### config.mk
export PLATFORM = sky130hd
export DESIGN_NAME = bridge_fifo_leaf_flat
export DESIGN_NICKNAME = d
export VERILOG_FILES = /design/src/rtl/bridge_fifo_leaf_pkg.sv /design/src/rtl/bridge_if.sv /design/src/rtl/bridge_fifo_leaf_sync_fifo.sv /design/src/rtl/bridge_fifo_leaf.sv /design/src/flat_wrapper.sv
export SDC_FILE = /design/constraint.sdc
export NUM_CORES = 1
export LEC_CHECK = 0
export ABC_AREA = 1
export ABC_CLOCK_PERIOD_IN_PS = 12400
export BUFFER_PORTS_ARGS = -buffer_cell sky130_fd_sc_hd__buf_4
export CORE_MARGIN = 2
export CORE_UTILIZATION = 50
export CTS_CLUSTER_DIAMETER = 40
export DETAILED_ROUTE_END_ITERATION = 6
export GPL_ROUTABILITY_DRIVEN = 1
export PLACE_DENSITY = 0.75
export SYNTH_ARGS = -nofsm -noshare
export SYNTH_HDL_FRONTEND = slang
export SYNTH_SLANG_ARGS = --single-unit
### constraint.sdc
create_clock -name clk -period 12.4 [get_ports clk]
set_input_delay 1.86 -clock clk [delete_from_list [all_inputs] [get_ports clk]]
set_output_delay 1.86 -clock clk [all_outputs]
set_load 0.01 [all_outputs]
### src/rtl/bridge_fifo_leaf_pkg.sv
// rtl/bridge_fifo_leaf_pkg.sv - shared bridge types, FIFO leaf register map and STATUS layout
package bridge_fifo_leaf_pkg;

  typedef logic [31:0] bridge_addr_t;
  typedef logic [31:0] bridge_data_t;

  localparam logic [1:0] FIFO_DATA    = 2'd0;
  localparam logic [1:0] FIFO_STATUS  = 2'd1;
  localparam logic [1:0] FIFO_CONTROL = 2'd2;

  localparam int STAT_COUNT_W  = 9;
  localparam int STAT_EMPTY    = 16;
  localparam int STAT_FULL     = 17;
  localparam int STAT_OVERFLOW = 31;

  localparam int CTRL_FLUSH     = 0;
  localparam int CTRL_CLEAR_OVF = 1;

  function automatic bridge_data_t status_word(input logic [STAT_COUNT_W-1:0] count,
                                               input logic empty, input logic full,
                                               input logic overflow);
    bridge_data_t w;
    w = '0;
    w[STAT_COUNT_W-1:0] = count;
    w[STAT_EMPTY]       = empty;
    w[STAT_FULL]        = full;
    w[STAT_OVERFLOW]    = overflow;
    return w;
  endfunction

endpackage

### src/rtl/bridge_if.sv
// rtl/bridge_if.sv - register bridge connection between a parent tree node and its leaves
interface bridge_if;
  import bridge_fifo_leaf_pkg::*;

  bridge_addr_t addr;
  bridge_data_t wr_data;
  logic         wr;
  logic         rd;
  bridge_data_t rd_data;

  modport leaf (input addr, input wr_data, input wr, input rd, output rd_data);
  modport root (output addr, output wr_data, output wr, output rd, input rd_data);
endinterface

### src/rtl/bridge_fifo_leaf_sync_fifo.sv
// rtl/bridge_fifo_leaf_sync_fifo.sv - synchronous FIFO with flush; head word is zero while empty
module sync_fifo #(
  parameter int WIDTH = 32,
  parameter int DEPTH = 16
) (
  input  logic                       clk,
  input  logic                       reset,
  input  logic                       push,
  input  logic [WIDTH-1:0]           push_data,
  input  logic                       pop,
  input  logic                       flush,
  output logic [WIDTH-1:0]           head,
  output logic [$clog2(DEPTH):0]     count,
  output logic                       full,
  output logic                       empty
);

  localparam int AW = $clog2(DEPTH);
  localparam int CW = AW + 1;

  logic [WIDTH-1:0] mem [DEPTH];
  logic [AW-1:0]    wr_ptr;
  logic [AW-1:0]    rd_ptr;
  logic             do_push;
  logic             do_pop;

  assign full  = (count == CW'(DEPTH));
  assign empty = (count == '0);

  // A full FIFO refuses the write even if the head leaves in the same cycle.
  assign do_push = push && !full && !flush;
  assign do_pop  = pop && !empty && !flush;

  assign head = empty ? '0 : mem[rd_ptr];

  always_ff @(posedge clk) begin
    if (reset || flush) begin
      wr_ptr <= '0;
      rd_ptr <= '0;
      count  <= '0;
    end else begin
      if (do_push) wr_ptr <= wr_ptr + 1'b1;
      if (do_pop)  rd_ptr <= rd_ptr + 1'b1;
      count <= count + CW'(do_push) - CW'(do_pop);
    end
  end

  always_ff @(posedge clk) begin
    if (do_push) mem[wr_ptr] <= push_data;
  end

endmodule

### src/rtl/bridge_fifo_leaf.sv
// rtl/bridge_fifo_leaf.sv - bridge leaf exposing a write FIFO towards the core plus STATUS/CONTROL
module bridge_fifo_leaf
  import bridge_fifo_leaf_pkg::*;
#(
  parameter logic [31:0] BASE_ADDR = 32'h0000_0000,
  parameter int          DEPTH     = 16
) (
  input  logic         clk,
  input  logic         reset,
  bridge_if.leaf       bridge,
  output logic         out_valid,
  output logic [31:0]  out_data,
  input  logic         out_ready,
  output logic         overflow_irq
);

  localparam int CW = $clog2(DEPTH) + 1;

  logic          hit;
  logic [1:0]    offset;
  logic          data_wr;
  logic          ctrl_wr;
  logic          flush;
  logic          clear_ovf;
  logic          overflow;
  logic [CW-1:0] count;
  logic          full;
  logic          empty;
  bridge_data_t  status;
  bridge_data_t  rd_value;
  logic          unused_addr_bits;

  assign hit              = (bridge.addr[31:4] == BASE_ADDR[31:4]);
  assign offset           = bridge.addr[3:2];
  assign unused_addr_bits = ^bridge.addr[1:0];

  assign data_wr   = bridge.wr && hit && (offset == FIFO_DATA);
  assign ctrl_wr   = bridge.wr && hit && (offset == FIFO_CONTROL);
  assign flush     = ctrl_wr && bridge.wr_data[CTRL_FLUSH];
  assign clear_ovf = ctrl_wr && bridge.wr_data[CTRL_CLEAR_OVF];

  sync_fifo #(.WIDTH(32), .DEPTH(DEPTH)) u_fifo (
    .clk       (clk),
    .reset     (reset),
    .push      (data_wr),
    .push_data (bridge.wr_data),
    .pop       (out_valid && out_ready),
    .flush     (flush),
    .head      (out_data),
    .count     (count),
    .full      (full),
    .empty     (empty)
  );

  assign out_valid    = !empty;
  assign overflow_irq = overflow;

  // STATUS reflects the state before any write in this cycle lands.
  assign status   = status_word(STAT_COUNT_W'(count), empty, full, overflow);
  assign rd_value = (hit && offset == FIFO_STATUS) ? status : '0;

  always_ff @(posedge clk) begin
    if (reset) begin
      overflow <= 1'b0;
    end else if (clear_ovf) begin
      overflow <= 1'b0;
    end else if (data_wr && full && !flush) begin
      overflow <= 1'b1;
    end
  end

  // Zero outside the response cycle so sibling leaves can be OR-ed by the parent.
  always_ff @(posedge clk) begin
    if (reset) begin
      bridge.rd_data <= '0;
    end else begin
      bridge.rd_data <= bridge.rd ? rd_value : '0;
    end
  end

endmodule
### src/flat_wrapper.sv
// flat-port wrapper written by rule: the top's interface ports become plain ports
module bridge_fifo_leaf_flat import bridge_fifo_leaf_pkg::*;
#(
  parameter logic [31:0] BASE_ADDR = 32'h0000_0000,
  parameter int          DEPTH     = 16
)
  (clk, reset, out_valid, out_data, out_ready, overflow_irq, bridge_addr, bridge_wr_data, bridge_wr, bridge_rd, bridge_rd_data);
  bridge_if bridge_i ();
  input  logic clk;
  input  logic reset;
  output logic out_valid;
  output logic [31:0] out_data;
  input  logic out_ready;
  output logic overflow_irq;
  input wire logic [$bits(bridge_i.addr)-1:0] bridge_addr;
  input wire logic [$bits(bridge_i.wr_data)-1:0] bridge_wr_data;
  input wire logic [$bits(bridge_i.wr)-1:0] bridge_wr;
  input wire logic [$bits(bridge_i.rd)-1:0] bridge_rd;
  output wire logic [$bits(bridge_i.rd_data)-1:0] bridge_rd_data;
  assign bridge_i.addr = bridge_addr;
  assign bridge_i.wr_data = bridge_wr_data;
  assign bridge_i.wr = bridge_wr;
  assign bridge_i.rd = bridge_rd;
  assign bridge_rd_data = bridge_i.rd_data;
  bridge_fifo_leaf #(.BASE_ADDR(BASE_ADDR), .DEPTH(DEPTH)) u_core (.clk(clk), .reset(reset), .bridge(bridge_i), .out_valid(out_valid), .out_data(out_data), .out_ready(out_ready), .overflow_irq(overflow_irq));
endmodule
# Yosys cells after proc, flatten, opt, wreduce, memory -nomap -nowiden
# Memory sizes are Yosys's and may differ from the RTL's. A register that Yosys moved wholly into a read port is not among the register bits.
# Index checks and enable logic that the tools add are counted.
[op_classes]
add_sub_neg = 4
multipliers = 0
n_div = 0
magnitude_cmp = 0
n_eq_ne = 3
shifts = 0
n_mux = 5
n_bitwise = 2
n_reduce_logical = 23
[op_table]
columns = ["operator", "n"]
rows = [
  ["two-way mux 32 bit", 1],
  ["zero test 28 bit", 1],
  ["logical AND 1 bit", 13],
  ["adder 4 x 1 -> 4 bit, second input constant", 2],
  ["two-way mux 4 bit", 2],
  ["adder 5 x 1 -> 5 bit", 1],
  ["== test 5 bit, second input constant", 1],
  ["zero test 5 bit", 1],
  ["subtractor 5 x 1 -> 5 bit", 1],
  ["OR reduction 2 bit", 2],
  ["zero test 1 bit", 3],
  ["OR reduction 3 bit", 1],
  ["== test 2 x 1 -> 1 bit, second input constant", 1],
  ["== test 2 bit, second input constant", 1],
  ["zero test 2 bit", 1],
  ["two-way mux 1 bit", 2],
  ["inverter 1 bit", 2],
  ["logical OR 1 bit", 1],
]
[word_totals]
reg_bits = 46
latch_bits = 0
ram_bits = 512
romBits = 0
input_bits = 69
output_inout_bits = 66
elab_cells = 44
n_memories = 1
[mem_list]
columns = ["name", "depth", "word_bits", "rd", "rd_clocked_by_memory_dff", "write_ports", "line", "source"]
rows = [
  ["u_core.u_fifo.mem", 16, 32, 1, 1, 1, "bridge_fifo_leaf_sync_fifo.sv:21", "logic [WIDTH-1:0] mem [DEPTH];"],
]

# Logic depth before layout (Yosys ltp)
[depth]
ltp_word = 8
depth_mapped = 17

# Cells and area by module
# From an unflattened synthesis, not the netlist that was laid out.
[unflattened]
hier_cells = 1899
hier_area_um2 = 22177.5
[modules_own_cells]
columns = ["mod", "n_inst", "cells_each", "area_each_um2"]
rows = [
  ["sync_fifo", 1, 1805, 21534.4],
  ["bridge_fifo_leaf", 1, 94, 643.1],
]

# Worst setup path before layout
# OpenSTA, ideal clock, no wires.
[synth_timing]
path_type = "input port to flip-flop"
start = "in bridge_addr[27]"
end = "mem u_core.u_fifo.mem[10][0], enable pin"
arrival_ns = 4.883
setup_slack_ns = 7.056
path_stages = 8
path_buffers = 1
path_cell_list = "nor2_1 > nand2_1 > nor2_1 > nand2_1 > nor2_4 > nand4_2 > buf_2 > nor3_1"
[synth_via]
elab_chain_cells = 8
elab_cells_between_ends = 10
cone_classes = "mux: 2; reduce/logical: 8"
[synth_lines]
columns = ["element", "line", "source"]
rows = [
  ["start: declaration", "flat_wrapper.sv:15", "input wire logic [$bits(bridge_i.addr)-1:0] bridge_addr;"],
  ["zero test 28 bit *", "bridge_fifo_leaf.sv:33", "assign hit = (bridge.addr[31:4] == BASE_ADDR[31:4]);"],
  ["logical AND 1 bit *", "bridge_fifo_leaf.sv:37, bridge_fifo_leaf.sv:38", ""],
  ["logical AND 1 bit", "bridge_fifo_leaf.sv:38", "assign ctrl_wr = bridge.wr && hit && (offset == FIFO_CONTROL);"],
  ["logical AND 1 bit", "bridge_fifo_leaf.sv:39", "assign flush = ctrl_wr && bridge.wr_data[CTRL_FLUSH];"],
  ["zero test 1 bit", "bridge_fifo_leaf_sync_fifo.sv:31", "assign do_push = push && !full && !flush;"],
  ["logical AND 1 bit *", "bridge_fifo_leaf_sync_fifo.sv:31", ""],
  ["two-way mux 1 bit *", "bridge_fifo_leaf_sync_fifo.sv:49", "if (do_push) mem[wr_ptr] <= push_data;"],
  ["two-way mux 1 bit (not written as such) *", "bridge_fifo_leaf_sync_fifo.sv:49", ""],
  ["end: declaration", "bridge_fifo_leaf_sync_fifo.sv:21", ""],
]
# Every way passes the cells marked *; elsewhere a longest branch is shown, timed or not.

==> flow_metrics.py <==
metrics = {
    "finish": {
        "syn2layout_area_growth_pct": 16.2,
        "fin_nets": 1763,
        "final_common_cell": "edfxtp_1",
        "final_util_pct": 58.6,
        "final_cell_mix": "edfxtp_1 (512), nor2_1 (299), buf_4 (149)",
        "layout-drive-gt1-share_pct": 16.5,
    },
    "power_and_ir_drop": {
        "swShare_pct": 28.7,
        "powerDensity_nw_per_um2": 195,
        "vdd_ir_drop_max_uv": 157,
        "leakage_uw": 0.00835,
        "power.total_uw": 4920,
        "p_switching_uw": 1410,
        "pwr-share-clk_pct": 38.4,
        "internal_power_uw": 3500,
        "seqPwrFrac_pct": 41.3,
        "p_comb_share_pct": 20.3,
    },
    "global_routing": {
        "grt_remaining_overflow": 0,
        "grt_max_degree": 112,
        "grt_pass1_wl_um": 77000,
        "grt.total_usage_pct": 22.8,
        "grt_pass1_vias": 13678,
        "antenna_found_initial": 1,
    },
    "yosys": {
        "syn_inst": 1576,
        "avgSynthCellArea_um2": 13.7,
        "ys_warn_count": 0,
        "synth_adder_area_share_pct": 0.671,
        "syn_area_um2": 21600,
        "ys_types": 29,
        "synth_compound_area_share_pct": 13.7,
        "yosys.area_share.simple_pct": 8.21,
        "synth-xor-area-share_pct": 0.121,
        "muxShareOfSynthArea_pct": 0,
        "ys_seq_elements": 538,
        "yosysSeqAreaShare_pct": 73.5,
        "synth_top_family_by_area": "compound AO/OA/AOI/OAI gates",
    },
    "drt": {
        "vias": 13734,
        "first_pass_iters": 6,
        "final_antenna_net_count": 0,
        "post_drt_via_cell_ratio": 5.92,
        "routed_wl_um": 51100,
        "dr.first_iter.drc_count": 1391,
        "routedWlPerCell_um": 22.0,
        "drc": 0,
    },
    "sta": {
        "clock_skew_ns": 0.0193,
        "drv_slew": 0,
        "rsz0062_at_grt": "no",
        "fin_crit_sh_pct": 53.3,
        "fin_crit_ns": 6.61,
        "relSlewSlack_pct": 17.7,
        "fin_setup_tns_ns": 0,
        "fmax_ghz": 0.151,
        "tightest_slew_ns": 1.23,
        "setup_violations": 0,
        "hold_viol": 0,
    },
    "placement": {
        "gp_congestion": 0.750,
        "io_buffer_count": 108,
        "hpwl_um": 25900,
    },
    "clock_tree": {
        "clkTransAtPathRegs_ns": 0.06,
        "cts_hold_buf": 0,
        "clockBufferDepth": 3,
        "clock_latency_ns": 0.59,
        "cts_resized": 0,
        "cts_tree": "yes",
        "post_cts_buffers": 0,
        "cts_max_level": 3,
        "cts_sinks": 538,
        "cts_buffers": 67,
        "cts_root_buffer": "clkbuf_16",
    },
    "setup_path": {
        "cp_max_fo": 111,
        "cp_data_arrival_time_ns": 4.75,
        "crit_path_end_kind": "output pin",
        "worst_setup_path_start_kind": "flop",
        "crit_type": "flop to output pin",
        "required_ns": 10.54,
    },
    "floorplanning": {
        "io-pin-count": 135,
        "floorplan.initialDensity_pct": 50.5,
        "die-area_um2": 45000,
        "fp.dieH_um": 212,
        "num_rows": 76,
        "dieWidth_um": 212,
        "core_area_um2": 42900,
    },
    "flow_run": {
        "drv_cap": 0,
    },
    "status": {
        "status": "finished clean",
    },
    "hold_path": {
        "hp-class": "flop to flop",
    },
}
## logic make-up (layout without fill, tap and decap cells)
| logic type | Yosys count | in the layout |
|---|---|---|
| adder cells (fa/ha/maj) | 11 | 11 |
| XOR/XNOR | 3 | 3 |
| AND/OR/NAND/NOR | 432 | 432 |
| buffers and inverters | 161 | 295 |
| flip-flops | 538 | 538 |
| other | 1 | 25 |
| AO/OA/AOI/OAI | 430 | 430 |
## per-stage QoR
step	setup WS, ns	cells	area, um2	hold slack (ns)
finish	5.79	2319	25200	0.458
global route	5.46	2319	25200	0.503
CTS	5.78	2318	25100	0.457
detailed placement	6.41	2199	22900	0.449
global placement	6.54	2199	22900	0.448
floorplan	7.06	1599	21700	0.426
## area by class of cell
class | instances | area, um2
fillers | 3184 | 17700
clock buffers | 81 | 1810
repair buffers | 149 | 1120
diodes | 1 | 2.50
well taps | 585 | 732
inverters | 27 | 108
multi-input cells | 900 | 5080
clock inverters | 38 | 387
flip-flops and latches | 538 | 15900
## metal layers
| layer | track usage (%) | wire length [um] |
|---|---|---|
| met3 | 4.42 | 4210 |
| met5 | 0 | 0 |
| met1 | 30.2 | 20400 |
| met2 | 36.9 | 24700 |
| met4 | 9.98 | 1750 |
## state kept, by name (all words and copies together) (netlist names), named ones only
signal,cells
u_core.bridge.rd_data,8
u_core.u_fifo.count,5
u_core.u_fifo.rd_ptr,4
u_core.u_fifo.mem,512
u_core.overflow_irq,1
u_core.u_fifo.wr_ptr,4
## critical path: stages (launching register included)
cell and delay (ns):
dfxtp_4 0.34, buf_4 0.32, inv_6 0.45, buf_4 0.99, buf_4 0.93, nor2_1 0.10
o221ai_1 0.25, nand3_1 0.09, a21oi_1 0.38, buf_4 0.20
## power groups by stage
stage                     Combinational [uW]  Sequential [uW]  Clock [uW]
after floorplan                          688             2050           0
after global placement                   951             2060           0
after detailed placement                 989             2070           0
after CTS                               1000             2030        1910
after global routing                    1100             2030        1980
final                                    999             2030        1890
## path summary, 6_finish.rpt
kind	cells past startpoint	slack, ns	startpoint	to
hold reg to reg	2	0.46	u_core.u_fifo.count[0]	u_core.bridge.rd_data[0]
setup / recovery	9	5.79	flop	out_data[29]
hold / removal	2	0.46	u_core.u_fifo.count[0]	u_core.bridge.rd_data[0]
setup reg to reg	8	8.88	u_core.u_fifo.count[3]	u_core.u_fifo.mem[0][17]
## synth_stat cells
cell type	count	area, um2
clkbuf_1	58	218
o21ai_0	129	646
inv_2	2	7.51
buf_6	8	90.1
nand4_1	5	31.3
nand4_2	1	12.5
buf_1	3	11.3
conb_1	1	3.75
nor2_4	1	11.3
nor2_1	299	1120
fa_1	1	20.0
buf_2	37	185
o221ai_2	2	30.0
o221ai_1	126	1100
o21bai_1	129	968
nand2_1	35	131
edfxtp_1	512	15400
xor2_1	3	26.3
or2_2	6	37.5
inv_1	25	93.8
buf_8	1	15.0
a21oi_1	44	220
and2_0	1	6.26
dfxtp_1	26	521
buf_4	27	203
nand3_1	67	335
nor3_1	16	80.1
nor3b_1	1	7.51
ha_1	10	125
Note: power is estimated with default switching activity, not from simulation.
